<file path="src/rtl/nco_phase_gen.sv">
// Phase-accumulator angle source: emits a burst of cfg_count angle words on a valid/ready stream,
// stepping a fractional accumulator by cfg_freq per accepted word.
module nco_phase_gen #(
    parameter int unsigned ANGLE_W = 16,
    parameter int unsigned FRAC_W  = 16,
    parameter int unsigned CNT_W   = 16
) (
    input  logic                       clk,
    input  logic                       rst,
    input  logic [ANGLE_W+FRAC_W-1:0]  cfg_freq,
    input  logic [ANGLE_W-1:0]         cfg_phase0,
    input  logic [CNT_W-1:0]           cfg_count,
    input  logic                       start,
    input  logic                       abort,
    output logic                       busy,
    output logic                       done,
    output logic                       aborted,
    output logic [31:0]                i_data,
    output logic                       i_valid,
    input  logic                       i_ready
);

    localparam int unsigned ACC_W = ANGLE_W + FRAC_W;
    localparam int unsigned PAD_W = 32 - ANGLE_W;

    typedef enum logic [1:0] {StIdle, StRun, StDrain} state_t;

    state_t             r_state;
    logic [ACC_W-1:0]   r_acc;
    logic [ACC_W-1:0]   r_freq;
    logic [CNT_W-1:0]   r_rem;
    logic               r_valid;
    logic               r_done;
    logic               r_aborted;

    logic               w_hs;
    logic               w_last;
    logic [ACC_W-1:0]   w_acc_next;

    assign w_hs       = r_valid & i_ready;
    assign w_last     = (r_rem == CNT_W'(1));
    assign w_acc_next = r_acc + r_freq;

    always_ff @(posedge clk or posedge rst) begin
        if (rst) begin
            r_state   <= StIdle;
            r_acc     <= '0;
            r_freq    <= '0;
            r_rem     <= '0;
            r_valid   <= 1'b0;
            r_done    <= 1'b0;
            r_aborted <= 1'b0;
        end else begin
            r_done <= 1'b0;
            unique case (r_state)
                StIdle: begin
                    // start has priority over abort; abort is meaningless here
                    if (start) begin
                        r_freq    <= cfg_freq;
                        r_acc     <= {cfg_phase0, {FRAC_W{1'b0}}};
                        r_rem     <= cfg_count;
                        r_aborted <= 1'b0;
                        if (cfg_count == '0) begin
                            r_done <= 1'b1;
                        end else begin
                            r_state <= StRun;
                            r_valid <= 1'b1;
                        end
                    end
                end
                StRun: begin
                    if (w_hs) begin
                        r_acc <= w_acc_next;
                        r_rem <= r_rem - CNT_W'(1);
                    end
                    if (w_hs && w_last) begin
                        r_state <= StIdle;
                        r_valid <= 1'b0;
                        r_done  <= 1'b1;
                    end else if (abort) begin
                        if (w_hs || !r_valid) begin
                            r_state   <= StIdle;
                            r_valid   <= 1'b0;
                            r_done    <= 1'b1;
                            r_aborted <= 1'b1;
                        end else begin
                            // a stalled word was already offered; it must still be accepted
                            r_state <= StDrain;
                        end
                    end
                end
                StDrain: begin
                    if (w_hs) begin
                        r_acc     <= w_acc_next;
                        r_rem     <= r_rem - CNT_W'(1);
                        r_state   <= StIdle;
                        r_valid   <= 1'b0;
                        r_done    <= 1'b1;
                        r_aborted <= 1'b1;
                    end
                end
                default: r_state <= StIdle;
            endcase
        end
    end

    assign busy    = (r_state != StIdle);
    assign done    = r_done;
    assign aborted = r_aborted;
    assign i_valid = r_valid;
    assign i_data  = {r_acc[ACC_W-1 -: ANGLE_W], {PAD_W{1'b0}}};

endmodule

</file>
<file path="config.mk">
export PLATFORM = sky130hd
export DESIGN_NAME = nco_phase_gen
export DESIGN_NICKNAME = d
export VERILOG_FILES = /design/src/rtl/nco_phase_gen.sv
export SDC_FILE = /design/constraint.sdc
export NUM_CORES = 1
export LEC_CHECK = 0
export BUFFER_PORTS_ARGS = -buffer_cell sky130_fd_sc_hd__buf_4
export CAP_MARGIN = 20
export CELL_PAD_IN_SITES_DETAIL_PLACEMENT = 1
export CELL_PAD_IN_SITES_GLOBAL_PLACEMENT = 2
export CORE_MARGIN = 5
export CORE_UTILIZATION = 37
export DETAILED_ROUTE_END_ITERATION = 8
export MAX_ROUTING_LAYER = met4
export PLACE_DENSITY = 0.95
export SETUP_SLACK_MARGIN = 0.05
export SLEW_MARGIN = 15
export SYNTH_ARGS = -nofsm -noshare
export SYNTH_HDL_FRONTEND = slang
export SYNTH_SLANG_ARGS = --single-unit
</file>
<file path="constraint.sdc">
create_clock -name clk -period 5.2 [get_ports clk]
set_input_delay 1.04 -clock clk [delete_from_list [all_inputs] [get_ports clk]]
set_output_delay 1.04 -clock clk [all_outputs]
set_load 0.1 [all_outputs]
</file>
==> impl.org <==
** Synth
- Cells taking the most area after synthesis :: dfrtp_1, ha_1, mux2_2
- Dominant combinational cell family by area after synthesis :: compound AO/OA/AOI/OAI gates
- The average instance in the mapped netlist occupies a little over 9 sq um.
- Counting instances in the post-synthesis netlist gives the leading cell types as dfrtp_1, nand2_1, a21oi_1.
- Synth Flop Type :: dfrtp_1
- dfrtp_1 is the most common cell in the netlist.
- Cell count after synthesis :: slightly above 600
- Counting distinct cell types in the post-synthesis netlist gives 73.
- Of the total synthesized cell area, the portion taken by XOR and XNOR cells is 0.0322.
- Cell type contributing the most total cell area after synthesis :: dfrtp_1
- Top cell type's share of synthesized area :: 0.373
- The Yosys step of the flow raised 0 warnings.
- In this run the cell area of the synthesized design comes to roughly 5700 sq um.
- Simple-gate portion of the synthesized area :: 0.149
- Mux share of post-synthesis cell area :: 0.0824
- Share of the synthesized area in compound gates (AO/OA/AOI/OAI) :: 0.206
- Async SR Flop Fraction :: 1.00
- Number of register bits inferred by synthesis :: 85
- The share of the Yosys chip area taken by registers is 0.373.
- Number of enable flip-flop cells after synthesis :: 0
- Of the total synthesized cell area, the portion taken by full adders, half adders and majority gates is 0.0846.

** STA
- For the final routed database, the setup TNS stands at 0 ns.
- Shortest period the worst path allows :: roughly 3.1 ns
- Setup repair after global routing left no endpoint under its margin.
- Maximum achievable frequency :: 322 MHz
- Crit path setup slack, layout :: between 2 and 2.5 ns
- Final slew viol count :: 0
- Clock skew :: 0.00888 ns
- Worst slew pin tran :: 1.08 ns
- Number of endpoints with negative hold slack in the final report :: 0
- Final setup viols :: 0
- Share of the clock period used by the worst path :: 0.598
- Measured against its own limit, the worst slew margin works out to 0.279.
- On the final layout, the worst hold slack is between 0.4 and 0.5 ns.

** Clock tree
- Total number of clock tree sinks :: 85
- After clock tree synthesis, the clock-pin slew on the worst setup and hold paths is roughly 0.07 ns.
- The number of setup buffers added after CTS is 0.
- Buffer type at the clock tree root :: clkbuf_16
- Post-CTS sizing :: 0
- Counting the buffers created by CTS gives 9.
- TritonCTS built the clock tree.
- The H-tree generated during clock tree synthesis spans 3 levels.
- The later pin in the worst-skew pair is clocked with a latency of approximately 0.34 ns.
- In this run, post-CTS hold repair placed 0 buffers.
- Maximum count of clock buffers along a single path :: 2

** Drt
- For this block, the routed nets add up to 15.7 mm of wire.
- Via count :: roughly 4.8k
- After detailed routing, the average wire length per cell comes to ~18 microns.
- Drt first pass iters :: 4
- Vias per cell :: around 5.5
- After detailed routing, the number of remaining DRC violations is 0.
- Detailed router's first-iteration violation count :: around 220
- Once detail routing completed, the nets flagged for antenna violations numbered 0.

** Critical path
- Among all stages on the critical path, the largest delay is contributed by a21oi_4.
- Data on the critical path is required at its endpoint by about 5.5 ns.
- Critical Path Start Type :: register
- Crit end category :: register
- Worst Path Max Fanout :: 43
- Kind of critical path :: reg2reg
- CP Cell Sequence :: inv_1, ha_1, inv_2, a21o_1, a21oi_4, nand2_1, o21ai_0
- Peak per-stage delay on the critical path :: slightly above 0.8 ns
- Arrival time at the worst endpoint :: around 3.4 ns

** Placed design
- Routability-driven placement finished with a final weighted congestion of ~0.81.
- Input/output buffers :: between 80 and 90
- At the placement stage, the worst setup path has a slack of between 1.5 and 2 ns.
- HPWL Detailed :: ~12 mm

** Layout
- The repair_antennas step left the layout with diodes totalling 0.
- Post-layout util :: 0.442
- Layout cell share with drive strength beyond 1 :: 0.238
- In the final design database the tool counted between 700 and 800 nets.
- After filler insertion, the fill cell instance count of the layout stands at 1725.
- The area growth from synthesis to layout is 17.2%.
- Combined area of the multi-input logic cells :: 3230 sq um
- Registers take between 2000 and 2500 sq um.

** Die
- Top-Level Pins :: roughly 110
- Initial Util :: 0.377
- The core region is roughly 15000 sq um.
- The initialized floorplan defines between 40 and 50 standard-cell rows.
- The floorplan step set the die height to between 100 and 150 microns.
- The die covers about 18000 sq um.
- The die is between 100 and 150 microns wide.

** Outcome
- Outcome :: complete, no violations

** Global routing
- Entering global routing, the biggest net connects 58 pins.
- Global routing finished with a remaining overflow of 0.
- Number of antenna violations at the first check in global routing :: 0
- Wire length of the first global-routing pass :: 25.6 mm
- The number of global-route vias before repair is a little over 5k.
- For this run, the total global-route usage over all layers was measured as 0.180.

** Job
- Reported max-cap violation count :: 0

** Worst hold path
- Worst min-delay path category :: reg2reg
[registers in the layout, summed over array words and instances, names as in the netlist]
register  count
i_valid       1
r_rem        16
done          1
r_state       2
aborted       1
r_acc        32
r_freq       32
[critical path, delay by kind of cell, from the launching register on]
kind	cells	cell delay (ns)
buffers and inverters	2	0.24
AOI/OAI and AO/OA	3	1.42
DFF	1	0.39
and+or+nand+nor	1	0.62
adders and majority gates	1	0.31
[metrics by stage]
stage          instance area [sq um]  cells
2_1_floorplan                   5760    625
3_3_place_gp                    6350    852
3_5_place_dp                    6350    852
4_1_cts                         6690    868
5_1_grt                         6690    868
6_report                        6690    868
[final cells by class]
| class | instances | area share |
|---|---|---|
| flip-flops and latches | 85 | 0.318 |
| clock buffers | 12 | 0.0368 |
| inverters | 18 | 0.0105 |
| clock inverters | 4 | 0.0142 |
| repair buffers | 91 | 0.102 |
| well taps | 188 | 0.0352 |
| multi-input cells | 470 | 0.483 |
[cells in the final DEF (no fill, tap or decap), types with 5 or more instances in the layout]
cell / instances
nand3_1: 23
xor2_1: 13
mux2i_1: 11
or3_1: 7
a211oi_1: 6
inv_1: 16
o21ai_0: 41
clkbuf_16: 9
nor2b_1: 5
nand2_1: 70
conb_1: 16
xnor2_1: 8
dfrtp_1: 85
buf_4: 91
and3_1: 6
o22ai_1: 13
a21oi_1: 46
mux2_2: 32
ha_1: 37
o21ai_1: 15
a21o_1: 11
nor4_1: 8
nor2_1: 21
a31oi_1: 6
[worst paths after layout]
| check | from | slack, ns | cells past startpoint | end |
|---|---|---|---|---|
| worst min register to register | r_acc[0]$_DFFE_PP0P_ | 0.48 | 2 | r_acc[0]$_DFFE_PP0P_ |
| max in group asynchronous | rst | 3.48 | 3 | r_acc[27]$_DFFE_PP0P_ |
| worst max-delay path | r_state[0]$_DFFE_PP0P_ | 2.09 | 7 | r_acc[3]$_DFFE_PP0P_ |
| min in group asynchronous | rst | 0.82 | 2 | r_acc[3]$_DFFE_PP0P_ |
| worst min-delay path | r_acc[0]$_DFFE_PP0P_ | 0.48 | 2 | r_acc[0]$_DFFE_PP0P_ |
| worst max register to register | r_state[0]$_DFFE_PP0P_ | 2.09 | 7 | r_acc[3]$_DFFE_PP0P_ |
[per-layer routing]
| metal | vias up | part of all wire | track usage |
|---|---|---|---|
| met1 | 2377 | 0.47 | 0.232 |
| met3 | 19 | 0.027 | 0.0293 |
| met4 | 0 | 0.016 | 0.0543 |
| met5 | - | 0 | - |
| li1 | 2299 | - | - |
| met2 | 78 | 0.49 | 0.292 |
[logic make-up (layout without fill, tap and decap cells)]
logic type      Yosys count  after routing
mux                      43             43
buf+inv                  70            125
compound gates          181            181
flops                    85             85
xor+xnor                 21             21
fa+ha+maj                38             38
simple gates            171            171
other cells               1             16
Power is not shown: default switching activity piles up to over one toggle a cycle in this logic, so the estimate is an artifact.
